### src/rtl/fifo_burst_rd.sv
// fifo_burst_rd
//
// Reads a burst of words from a FIFO read port and forwards them to a
// valid/ready stream. A request names how many words to read. The block
// pops that many words, marks the final one with last_o, and pulses done_o
// for one cycle once that final word has been accepted downstream.
//
// A two-entry output buffer sits between the FIFO pop and the stream. The
// pop decision uses only the current buffer occupancy, so the FIFO read
// strobe never depends combinationally on downstream ready.
//
// Parameters
//   DATA_W        data word width (matches the FIFO data width)
//   LEN_W         width of the burst length field, max burst 2**LEN_W-1
//
// Ports
//   clk           single clock, rising edge
//   nreset        synchronous active-low reset
//   req_i         burst request, only looked at while idle
//   req_len_i     burst length in words, captured with req_i
//   fifo_rd_o     FIFO pop strobe, one word per asserted cycle
//   fifo_data_i   FIFO head word, valid while fifo_empty_i is low
//   fifo_empty_i  FIFO empty flag
//   valid_o       stream valid
//   data_o        stream data
//   last_o        final word of the burst, qualified by valid_o
//   ready_i       stream ready
//   busy_o        high whenever a burst is in progress
//   done_o        one-cycle burst-complete pulse
//   abort_i       (only with FIFO_BURST_RD_ABORT_EN) cancels the running
//                 burst, flushes buffered words and finishes via done_o
//
// Optional feature: define FIFO_BURST_RD_ABORT_EN to add abort_i.

module fifo_burst_rd #(
    parameter int DATA_W = 8,
    parameter int LEN_W  = 4
) (
    input  logic              clk,
    input  logic              nreset,
    input  logic              req_i,
    input  logic [LEN_W-1:0]  req_len_i,
    output logic              fifo_rd_o,
    input  logic [DATA_W-1:0] fifo_data_i,
    input  logic              fifo_empty_i,
    output logic              valid_o,
    output logic [DATA_W-1:0] data_o,
    output logic              last_o,
    input  logic              ready_i,
    output logic              busy_o,
    output logic              done_o
`ifdef FIFO_BURST_RD_ABORT_EN
    ,
    input  logic              abort_i
`endif
);

    typedef enum logic [1:0] {
        IDLE  = 2'd0,
        READ  = 2'd1,
        DRAIN = 2'd2,
        DONE  = 2'd3
    } state_t;

    state_t            state;
    state_t            state_next;
    logic [LEN_W-1:0]  remaining;

    // Buffer entry 0 (head) drives the stream outputs; entry 1 is the tail.
    logic [DATA_W-1:0] head_data;
    logic              head_last;
    logic [DATA_W-1:0] tail_data;
    logic              tail_last;
    logic [1:0]        occupancy;

    logic              push;
    logic              pop;
    logic              push_last;
`ifdef FIFO_BURST_RD_ABORT_EN
    logic              flush;
`endif

    // Next-state logic and the buffer push/pop decisions. A pop from the
    // FIFO (push into the buffer) is gated on occupancy < 2 rather than on
    // ready_i. This keeps the FIFO strobe free of any ready path. Throughput
    // still holds at one word per cycle because occupancy sits at 1 in
    // steady state.
    always_comb begin
        state_next = state;
        push       = 1'b0;
        pop        = (occupancy != 2'd0) && ready_i;
        push_last  = (remaining == LEN_W'(1));
`ifdef FIFO_BURST_RD_ABORT_EN
        flush      = 1'b0;
`endif
        case (state)
            IDLE: begin
                if (req_i) begin
                    state_next = (req_len_i != '0) ? READ : DONE;
                end
            end
            READ: begin
                push = (remaining != '0) && !fifo_empty_i && (occupancy < 2'd2);
                if (push && push_last) begin
                    state_next = DRAIN;
                end
            end
            DRAIN: begin
                if (pop && head_last) begin
                    state_next = DONE;
                end
            end
            DONE: begin
                state_next = IDLE;
            end
            default: begin
                state_next = IDLE;
            end
        endcase
`ifdef FIFO_BURST_RD_ABORT_EN
        // Abort overrides any pop in the same cycle and goes straight to DONE.
        if (abort_i && ((state == READ) || (state == DRAIN))) begin
            push       = 1'b0;
            flush      = 1'b1;
            state_next = DONE;
        end
`endif
    end

    // State register, remaining-word counter and the two-entry output
    // buffer. Words always leave from the head. A simultaneous push and pop
    // keeps occupancy constant. Occupancy never reaches 2 while pushing, so
    // no overflow case exists.
    always_ff @(posedge clk) begin
        if (!nreset) begin
            state     <= IDLE;
            remaining <= '0;
            occupancy <= 2'd0;
            head_data <= '0;
            head_last <= 1'b0;
            tail_data <= '0;
            tail_last <= 1'b0;
        end else begin
            state <= state_next;
`ifdef FIFO_BURST_RD_ABORT_EN
            if (flush) begin
                remaining <= '0;
                occupancy <= 2'd0;
            end else
`endif
            begin
                if ((state == IDLE) && req_i) begin
                    remaining <= req_len_i;
                end else if (push) begin
                    remaining <= remaining - LEN_W'(1);
                end

                case ({push, pop})
                    2'b10: begin
                        if (occupancy == 2'd0) begin
                            head_data <= fifo_data_i;
                            head_last <= push_last;
                        end else begin
                            tail_data <= fifo_data_i;
                            tail_last <= push_last;
                        end
                        occupancy <= occupancy + 2'd1;
                    end
                    2'b01: begin
                        head_data <= tail_data;
                        head_last <= tail_last;
                        occupancy <= occupancy - 2'd1;
                    end
                    2'b11: begin
                        if (occupancy == 2'd1) begin
                            head_data <= fifo_data_i;
                            head_last <= push_last;
                        end else begin
                            head_data <= tail_data;
                            head_last <= tail_last;
                            tail_data <= fifo_data_i;
                            tail_last <= push_last;
                        end
                    end
                    default: begin
                    end
                endcase
            end
        end
    end

    assign fifo_rd_o = push;
    assign valid_o   = (occupancy != 2'd0);
    assign data_o    = head_data;
    assign last_o    = head_last;
    assign busy_o    = (state != IDLE);
    assign done_o    = (state == DONE);

endmodule

### config.mk
export PLATFORM = sky130hd
export DESIGN_NAME = fifo_burst_rd
export DESIGN_NICKNAME = d
export VERILOG_FILES = /design/src/rtl/fifo_burst_rd.sv
export SDC_FILE = /design/constraint.sdc
export NUM_CORES = 1
export LEC_CHECK = 0
export BUFFER_PORTS_ARGS = -buffer_cell sky130_fd_sc_hd__buf_2
export CAP_MARGIN = 20
export CORE_ASPECT_RATIO = 2
export CORE_MARGIN = 10
export CORE_UTILIZATION = 53
export DETAILED_ROUTE_END_ITERATION = 8
export PLACE_DENSITY = 0.85
export SYNTH_ARGS = -nofsm -noshare
export SYNTH_HDL_FRONTEND = slang
export SYNTH_SLANG_ARGS = --single-unit
export TNS_END_PERCENT = 50
### constraint.sdc
create_clock -name clk -period 2.8 [get_ports clk]
set_input_delay 0.28 -clock clk [delete_from_list [all_inputs] [get_ports clk]]
set_output_delay 0.28 -clock clk [all_outputs]
set_load 0.05 [all_outputs]
* Word level (Yosys, flattened, before mapping)
Cells that the tools add are included.
** Operators by class
- Div/mod/pow operators :: 0
- Shifts and indexed selects :: 0
- Multiply operators :: 0
- Reductions and logical operators :: 20
- $lt $le $gt $ge :: 1
- Bitwise logic cells :: 0
- Mux-type cells :: 21
- Eq/ne operators :: 14
- Add/sub/neg operators :: 3
** Operators with widths (number)
- two-way mux 8 bit :: 4
- case mux 8 bit (3 select lines) :: 1
- case mux 8 bit (2 select lines) :: 1
- inequality test 2 bit (second input constant) :: 6
- nonzero test 2 bit :: 5
- equality test 2 bit (second input constant) :: 4
- two-way mux 2 bit :: 4
- two-way mux 4 bit :: 2
- case mux 2 bit (4 select lines) :: 1
- nonzero test 4 bit :: 2
- equality test 2 x 1 -> 1 bit (second input constant) :: 3
- logical AND 1 bit :: 6
- AND reduction 3 bit :: 2
- two-way mux 1 bit :: 5
- equality test 4 x 1 -> 1 bit (second input constant) :: 1
- logical NOT 2 bit :: 2
- case mux 2 bit (2 select lines) :: 1
- subtractor 4 x 1 -> 4 bit (second input constant) :: 1
- case mux 1 bit (3 select lines) :: 1
- nonzero test 3 bit :: 1
- adder 2 x 1 -> 2 bit (second input constant) :: 1
- less-than comparator 2 bit (second input constant) :: 1
- case mux 1 bit (2 select lines) :: 1
- AND reduction 2 bit :: 1
- 2 further kinds :: 2
** Word-level totals
- Logic and storage cells :: 66
- ROM bits :: 0
- Input bits :: 17
- Bits in writable memories :: 0
- Latch bits :: 0
- Register bits after elaboration :: 26
- Output and inout port bits :: 13
- Memories :: 0

* Longest topological paths before layout
Gate-level depths: netlist (run 1).
- Depth in word-level cells :: 7
- Depth in mapped cells :: 12
- Gate-level depth less buffers :: 10

* Worst setup path after synthesis (run 1)
No wires, ideal clock.
- Path type :: reg2reg
- From :: reg remaining[0]
- To :: reg head_last, in the netlist last_o
- Slack :: 51 ps
- Required time :: 2667 ps
- Cell stages (with the launch flop) :: 13
- Arrival :: 2617 ps
- Library setup time :: 133 ps
- Buffers on the path :: 2
- Clock period less this slack :: 2749 ps
- Cell sequence :: dfxtp_1 -> inv_1 -> ha_1 -> or3b_1 -> buf_6 -> nand2_1 -> inv_1 -> ha_1 -> nor2b_1 -> or2_2 -> clkbuf_2 -> a221oi_1 -> nor3_2
** On the way
- Cells in the longest elaborated chain, start to end :: 7
- Elaborated cells between the ends (all ways) :: 14
- Those cells by class :: eq/ne (5); mux (4); reduce/logical (5)
** Ends and longest elaborated chain
- start, declared :: RTL line 67 : logic [LEN_W-1:0] remaining;
- start signal, assigned :: RTL line 153 : remaining <= req_len_i;
- start signal, assigned :: RTL line 155 : remaining <= remaining - LEN_W'(1);
- nonzero test 4 bit * :: RTL line 103 : push = (remaining != '0) && !fifo_empty_i && (occupancy < 2'd2);
- logical AND 1 bit * (2 in series) :: RTL line 103
- two-way mux 1 bit * :: RTL line 96 : case (state)
- named net fifo_rd_o :: RTL line 43 : output logic fifo_rd_o,
- equality test 2 bit or equality test 2 x 1 -> 1 bit (tied branches) :: RTL line 158 : case ({push, pop})
- inequality test 2 bit (no source line) or nonzero test 3 bit (tied branches)
- AND reduction 2 bit (no source line)
- end signal, assigned :: RTL line 162 : head_last <= push_last;
- end signal, assigned :: RTL line 171 : head_last <= tail_last;
- end signal, assigned :: RTL line 177 : head_last <= push_last;
- end, declared :: RTL line 71 : logic head_last;
The timed path passes the listed nets; every way through them passes the cells marked *. The select of a mux whose other input is x is not followed.
A chain may end at the register's enable or synchronous reset.

* Final worst setup path (run 1)
- From :: reg remaining[1]
- To :: reg head_last, in the netlist last_o
** On the way
- Cells in the longest elaborated chain, start to end :: 7
- Elaborated cells between the ends (all ways) :: 14
- Those cells by class :: eq/ne (5); mux (4); reduce/logical (5)
** Ends and longest elaborated chain (RTL line)
- nonzero test 4 bit :: 103
- logical AND 1 bit (2 in series) :: 103
- two-way mux 1 bit :: 96
- equality test 2 bit or equality test 2 x 1 -> 1 bit (tied branches) :: 158
- inequality test 2 bit (no source line) or nonzero test 3 bit (tied branches)
- AND reduction 2 bit (no source line)
Several ways; a longest one is shown, not always the timed one. The select of a mux whose other input is x is not followed.

==> results.toml, run 1 <==
[sta]
grt_setup_unrepaired = "false"
period_minus_slack_ps = 2667
setup_viol = 0
finClkSkew_ps = 4.738
fin_crit_sh_pct = 95.23
finalHoldViolCount = 0
max_freq_ghz = 0.3750
final_max_slew_viol_count = 0
setup_tns_ps = 0
worstMarginPinSlew_ps = 780.6
maxSlewHeadroom_pct = 47.90

[floorplan]
start_util_pct = 55.03
ios = 30
dieHeight_um = 92.59
core.rowCount = 26
width_of_the_die_um = 56.30
floorplan.core_area_um2 = 2537
die_area_um2 = 5212

[critical_path]
start_kind = "flip-flop"
timing.critical_path.fanout_max = 9
setup.worst_path.start = "remaining[1]$_SDFFE_PN0P_"
crit_path_end_kind = "flip-flop"
timing.setup.critical_path_class = "flip-flop to flip-flop"
critical_path_arrival_ps = 2800
timing.critical_path.required_ps = 2940
worst_r2r_startpoint = "remaining[1]$_SDFFE_PN0P_"

[route]
drcViolationCount = 0
tritonroute_pass_1_iters = 6
route.antenna.remaining_nets = 0
route.detailed.vias_per_inst = 5.728
drtIter0Drc = 8
finalWirelength_um = 3205
vias = 1180
wl_per_cell_um = 15.56

[synth]
synthesis.nets = 179
ys_ff_latch = 26
synth-edff-count = 0
yosys.cell_count.top_type = "sky130_fd_sc_hd__dfxtp_1"
post_synth_instance_area_um2 = 1396
share_of_async_settable_or_async_resettable_flops_after_synthesis_pct = 0
yosysTopAreaCellShare_pct = 37.28
synthTopCellsByArea = "sky130_fd_sc_hd__dfxtp_1 (37%), sky130_fd_sc_hd__ha_1 (12%), sky130_fd_sc_hd__mux2i_1 (7.2%)"
synth-seq-area-share_pct = 37.28
synth.cells.most_frequent = "sky130_fd_sc_hd__dfxtp_1 (26), sky130_fd_sc_hd__nor2_1 (18), sky130_fd_sc_hd__ha_1 (13), sky130_fd_sc_hd__inv_1 (12), sky130_fd_sc_hd__mux2i_1 (10)"
postSynthCellCount = 149
ys.flop_type = "sky130_fd_sc_hd__dfxtp_1"
synth.distinct_cells = 33
synth.avg_cell_area_um2 = 9.371
ys_warn_count = 0
synth_largest_area_cell = "sky130_fd_sc_hd__dfxtp_1"

[cts]
clkSlewWorstSetupHoldPaths_ps = 90
cts_max_path_buffers = 2
cts_resized = 0
clk_latency_ps = 270
cts.hold.buffers_added = 0
tritoncts.num_buffers = 3
clock-root-buffer = "sky130_fd_sc_hd__clkbuf_8"
tritoncts_num_sinks = 26
post_cts_buffers = 0
h_tree_lvls = 1
cts_tree = "yes"

[final_layout]
final_nets = 209
ant_cells = 0
area_growth_pct = 15.23
final_core_utilization_pct = 63.41
post_route_cells_drive_above_1_share_pct = 26.40

[placement]
place.gp.congestion = 0.8283
hpwl_dp_um = 2455
io_buffer_count = 29

[global_route]
grt_antenna_before_repair = 0
grt_usage_pct = 11.78
via_count_of_the_first_global_routing_pass = 1212
grt_pass1_wl_um = 5250
gr_ovfl_total = 0
grt_max_degree = 25

[power_and_ir_drop]
vdd.ir_drop.worst_mv = 0.6081
power_leakage_nw = 0.7621
pwr_density_cell_nw_per_um2 = 1137

[hold_path]
min_from = "fifo_data_i[2]"
worst_hold_path_type = "primary input to flip-flop"

[outcome]
status = "completed"

[run]
maxCapViolCount = 0
## sequential cells by signal (all words and copies together), names as in the netlist
register / count
data_o: 8
last_o: 1
occupancy: 2
remaining: 4
state: 2
tail_data: 8
tail_last: 1
## area by class of cell
class / instances / area (um^2)
Timing Repair Buffer: 31 / 160.2
Inverter: 12 / 45.04
Clock buffer: 4 / 55.05
Multi-Input combinational cell: 105 / 793.3
Tap cell: 28 / 35.03
Fill cell: 209 / 928.4
Sequential cell: 26 / 520.5
## per-stage QoR
stage / hold slack, ps / setup slack (ps) / total power, mW / instance area [um^2] / std cells
floorplan: 418.4 / 50.63 / 1.393 / 1396 / 149
global placement: 476.6 / 275.7 / 1.537 / 1551 / 202
detailed placement: 484.7 / 163.7 / 1.584 / 1551 / 202
CTS: 261.2 / 111.7 / 1.828 / 1607 / 206
global route: 263.8 / 39.43 / 1.950 / 1609 / 206
finish: 258.6 / 133.5 / 1.830 / 1609 / 206
## placed cells by master, fill, tap and decap left out, drive strengths merged, types with 2 or more instances in the layout
| master | instances |
|---|---|
| a211oi | 3 |
| a21oi | 7 |
| a221oi | 9 |
| buf | 31 |
| clkbuf | 4 |
| dfxtp | 26 |
| ha | 13 |
| inv | 12 |
| mux2i | 10 |
| nand2 | 3 |
| nand3 | 4 |
| nor2 | 21 |
| nor2b | 4 |
| nor3 | 12 |
| nor3b | 2 |
| o21ai | 3 |
| xor2 | 4 |
## worst max-delay path: stages, from the launching register on
cell and delay, ps:
sky130_fd_sc_hd__dfxtp_1 340, sky130_fd_sc_hd__inv_1 80, sky130_fd_sc_hd__ha_1 200, sky130_fd_sc_hd__or3b_4 440, sky130_fd_sc_hd__nand2_1 120, sky130_fd_sc_hd__inv_1 120
sky130_fd_sc_hd__ha_1 250, sky130_fd_sc_hd__nor2b_1 160, sky130_fd_sc_hd__or2_2 370, sky130_fd_sc_hd__a221oi_1 390, sky130_fd_sc_hd__nor3_2 60
## logic make-up after synthesis
group,Yosys count,synth area share [%]
compound gates,27,15.14
xor+xnor,5,3.136
fa+ha+maj,13,11.65
buf+inv,18,6.092
flops,26,37.28
mux,10,7.169
simple gates,50,19.53
## metal layers
layer,wire length [um],GRT usage [%]
met1,1246,10.99
met2,1723,22.96
met4,39,4.839
met3,195,3.010
met5,0,0
## where the power goes
part           internal (mW)  total, mW  switching (mW)
logic                  0.349       1.03           0.684
clock network          0.126      0.244           0.118
registers              0.475      0.554          0.0791
total                  0.949       1.83           0.881
## final timing paths
check             cells past startpoint                   endpoint  slack (ps)
setup reg to reg                     10        last_o$_SDFFE_PN0P_         130
setup / recovery                     10        last_o$_SDFFE_PN0P_         130
hold / removal                        3  tail_data[2]$_SDFFE_PN0P_         260
hold reg to reg                       2     data_o[5]$_SDFFE_PN0P_         490
No activity file was read; power rests on OpenSTA's default activity.
==> inputs of run 2 (changes only) <==
PLACE_DENSITY = unset   (was 0.85)
PLACE_DENSITY_LB_ADDON = 0.12   (was unset)
SETUP_SLACK_MARGIN = 0.5   (was unset)
==> results.toml, run 2 (synthesis gave the netlist of run 1 again) <==
[outcome]
status = "completed"

[floorplan]
dieHeight_um = 92.59
core.rowCount = 26
start_util_pct = 55.03
die_area_um2 = 5212
ios = 30
floorplan.core_area_um2 = 2537
width_of_the_die_um = 56.30

[power_and_ir_drop]
vdd.ir_drop.worst_mv = 0.6058
power_mw = 1.992
pwr_density_cell_nw_per_um2 = 1111
power_leakage_nw = 0.8268

[sta]
max_freq_ghz = 0.4435
final_max_slew_viol_count = 0
fin_crit_sh_pct = 80.54
period_minus_slack_ps = 2255
worstMarginPinSlew_ps = 776.0
setup_viol = 0
worst_setup_slack_final_ps = 545.0
setup_tns_ps = 0
finClkSkew_ps = 2.338
maxSlewHeadroom_pct = 48.21
grt_setup_unrepaired = "true"
finalHoldViolCount = 0

[placement]
io_buffer_count = 29
hpwl_dp_um = 2739
dpl_worst_slack_ps = 266.3
place.gp.congestion = 0.7978

[global_route]
met2_usage_pct = 26.86
grt_antenna_before_repair = 0
gr-usage-met3_pct = 4.104
grt_pass1_wl_um = 5947
gr_ovfl_total = 0
groute.layer.met1.usage_pct = 11.91
grt_max_degree = 25
via_count_of_the_first_global_routing_pass = 1352
grt_usage_pct = 13.55
global_route.peak_usage_layer = "met2"

[cts]
clkSlewWorstSetupHoldPaths_ps = 90
cts.hold.buffers_added = 0
clock-root-buffer = "sky130_fd_sc_hd__clkbuf_8"
tritoncts_num_sinks = 26
clk_latency_ps = 280
h_tree_lvls = 1
tritoncts.num_buffers = 3
cts_max_path_buffers = 2
cts_tree = "yes"

[critical_path]
timing.critical_path.required_ps = 2940
start_kind = "flip-flop"
critical_path_arrival_ps = 2390
timing.setup.critical_path_class = "flip-flop to flip-flop"
timing.critical_path.fanout_max = 5
crit_path_end_kind = "flip-flop"

[route]
route.detailed.vias_per_inst = 5.616
drtIter0Drc = 12
vias = 1213
route.antenna.remaining_nets = 0
drcViolationCount = 0
tritonroute_pass_1_iters = 4
finalWirelength_um = 3630
wl_per_cell_um = 16.81

[final_layout]
layout_filler_cell_count = 217
layout.area.seq_um2 = 524.3
layout.cells.most_common = "sky130_fd_sc_hd__buf_2"
final_core_utilization_pct = 70.66
final_nets = 220
layout.cells.most_common_list = "sky130_fd_sc_hd__buf_2 (29), sky130_fd_sc_hd__dfxtp_1 (23), sky130_fd_sc_hd__nor2_1 (18)"
multi_input_area_um2 = 904.6
post_route_cells_drive_above_1_share_pct = 40.96
area_growth_pct = 28.41
ant_cells = 0

[hold_path]
worst_hold_path_type = "primary input to flip-flop"

[run]
maxCapViolCount = 0
run 2: layout make-up:
type,count,area share [%]
inverters,12,2.722
repair buffers,41,13.33
multi-input cells,106,50.45
well taps,28,1.954
clock buffers,3,2.303
flip-flops and latches,26,29.24
run 2: critical path, stage by stage (launching register included):
cell	delay, ps
sky130_fd_sc_hd__dfxtp_2	340
sky130_fd_sc_hd__inv_2	80
sky130_fd_sc_hd__ha_4	130
sky130_fd_sc_hd__or3b_4	410
sky130_fd_sc_hd__nand2_4	90
sky130_fd_sc_hd__clkinvlp_4	130
sky130_fd_sc_hd__ha_4	190
sky130_fd_sc_hd__nor2b_4	140
sky130_fd_sc_hd__or2_4	270
sky130_fd_sc_hd__a221oi_2	270
sky130_fd_sc_hd__nor3_2	70
run 2: what timing repair did:
item,4_1_cts,5_1_grt
cloned,1,1
setup endpoints to repair,18,19
pin swaps,0,3
gates resized for setup,8,8
buffers inserted,2,7
run 2: worst paths after layout:
kind                                           startpoint                        end  slack [ps]  depth (start not counted)
worst max-delay path            remaining[1]$_SDFFE_PN0P_        last_o$_SDFFE_PN0P_         550                         10
worst min-delay path                               nreset  remaining[2]$_SDFFE_PN0P_         250                          3
worst max register to register  remaining[1]$_SDFFE_PN0P_        last_o$_SDFFE_PN0P_         550                         10
worst min register to register     data_o[3]$_SDFFE_PN0P_     data_o[3]$_SDFFE_PN0P_         500                          2
run 2: layer usage:
metal	vias to the layer above	part of all wire, %
li1	603	-
met1	578	35
met2	27	58
met3	5	5.6
met4	0	1.8
met5	-	0
run 2: where the power goes:
part           switching (mW)  internal (mW)  total [mW]
clock network           0.119         0.0968       0.216
registers              0.0850          0.478       0.563
logic                   0.764          0.449        1.21
run 2: through the flow:
step | cell area (um^2) | hold slack [ps] | std cells
floorplan | 1473 | 410.9 | 149
global placement | 1619 | 478.9 | 202
detailed placement | 1619 | 488.0 | 202
CTS | 1703 | 258.1 | 208
global route | 1793 | 279.9 | 216
finish | 1793 | 252.4 | 216
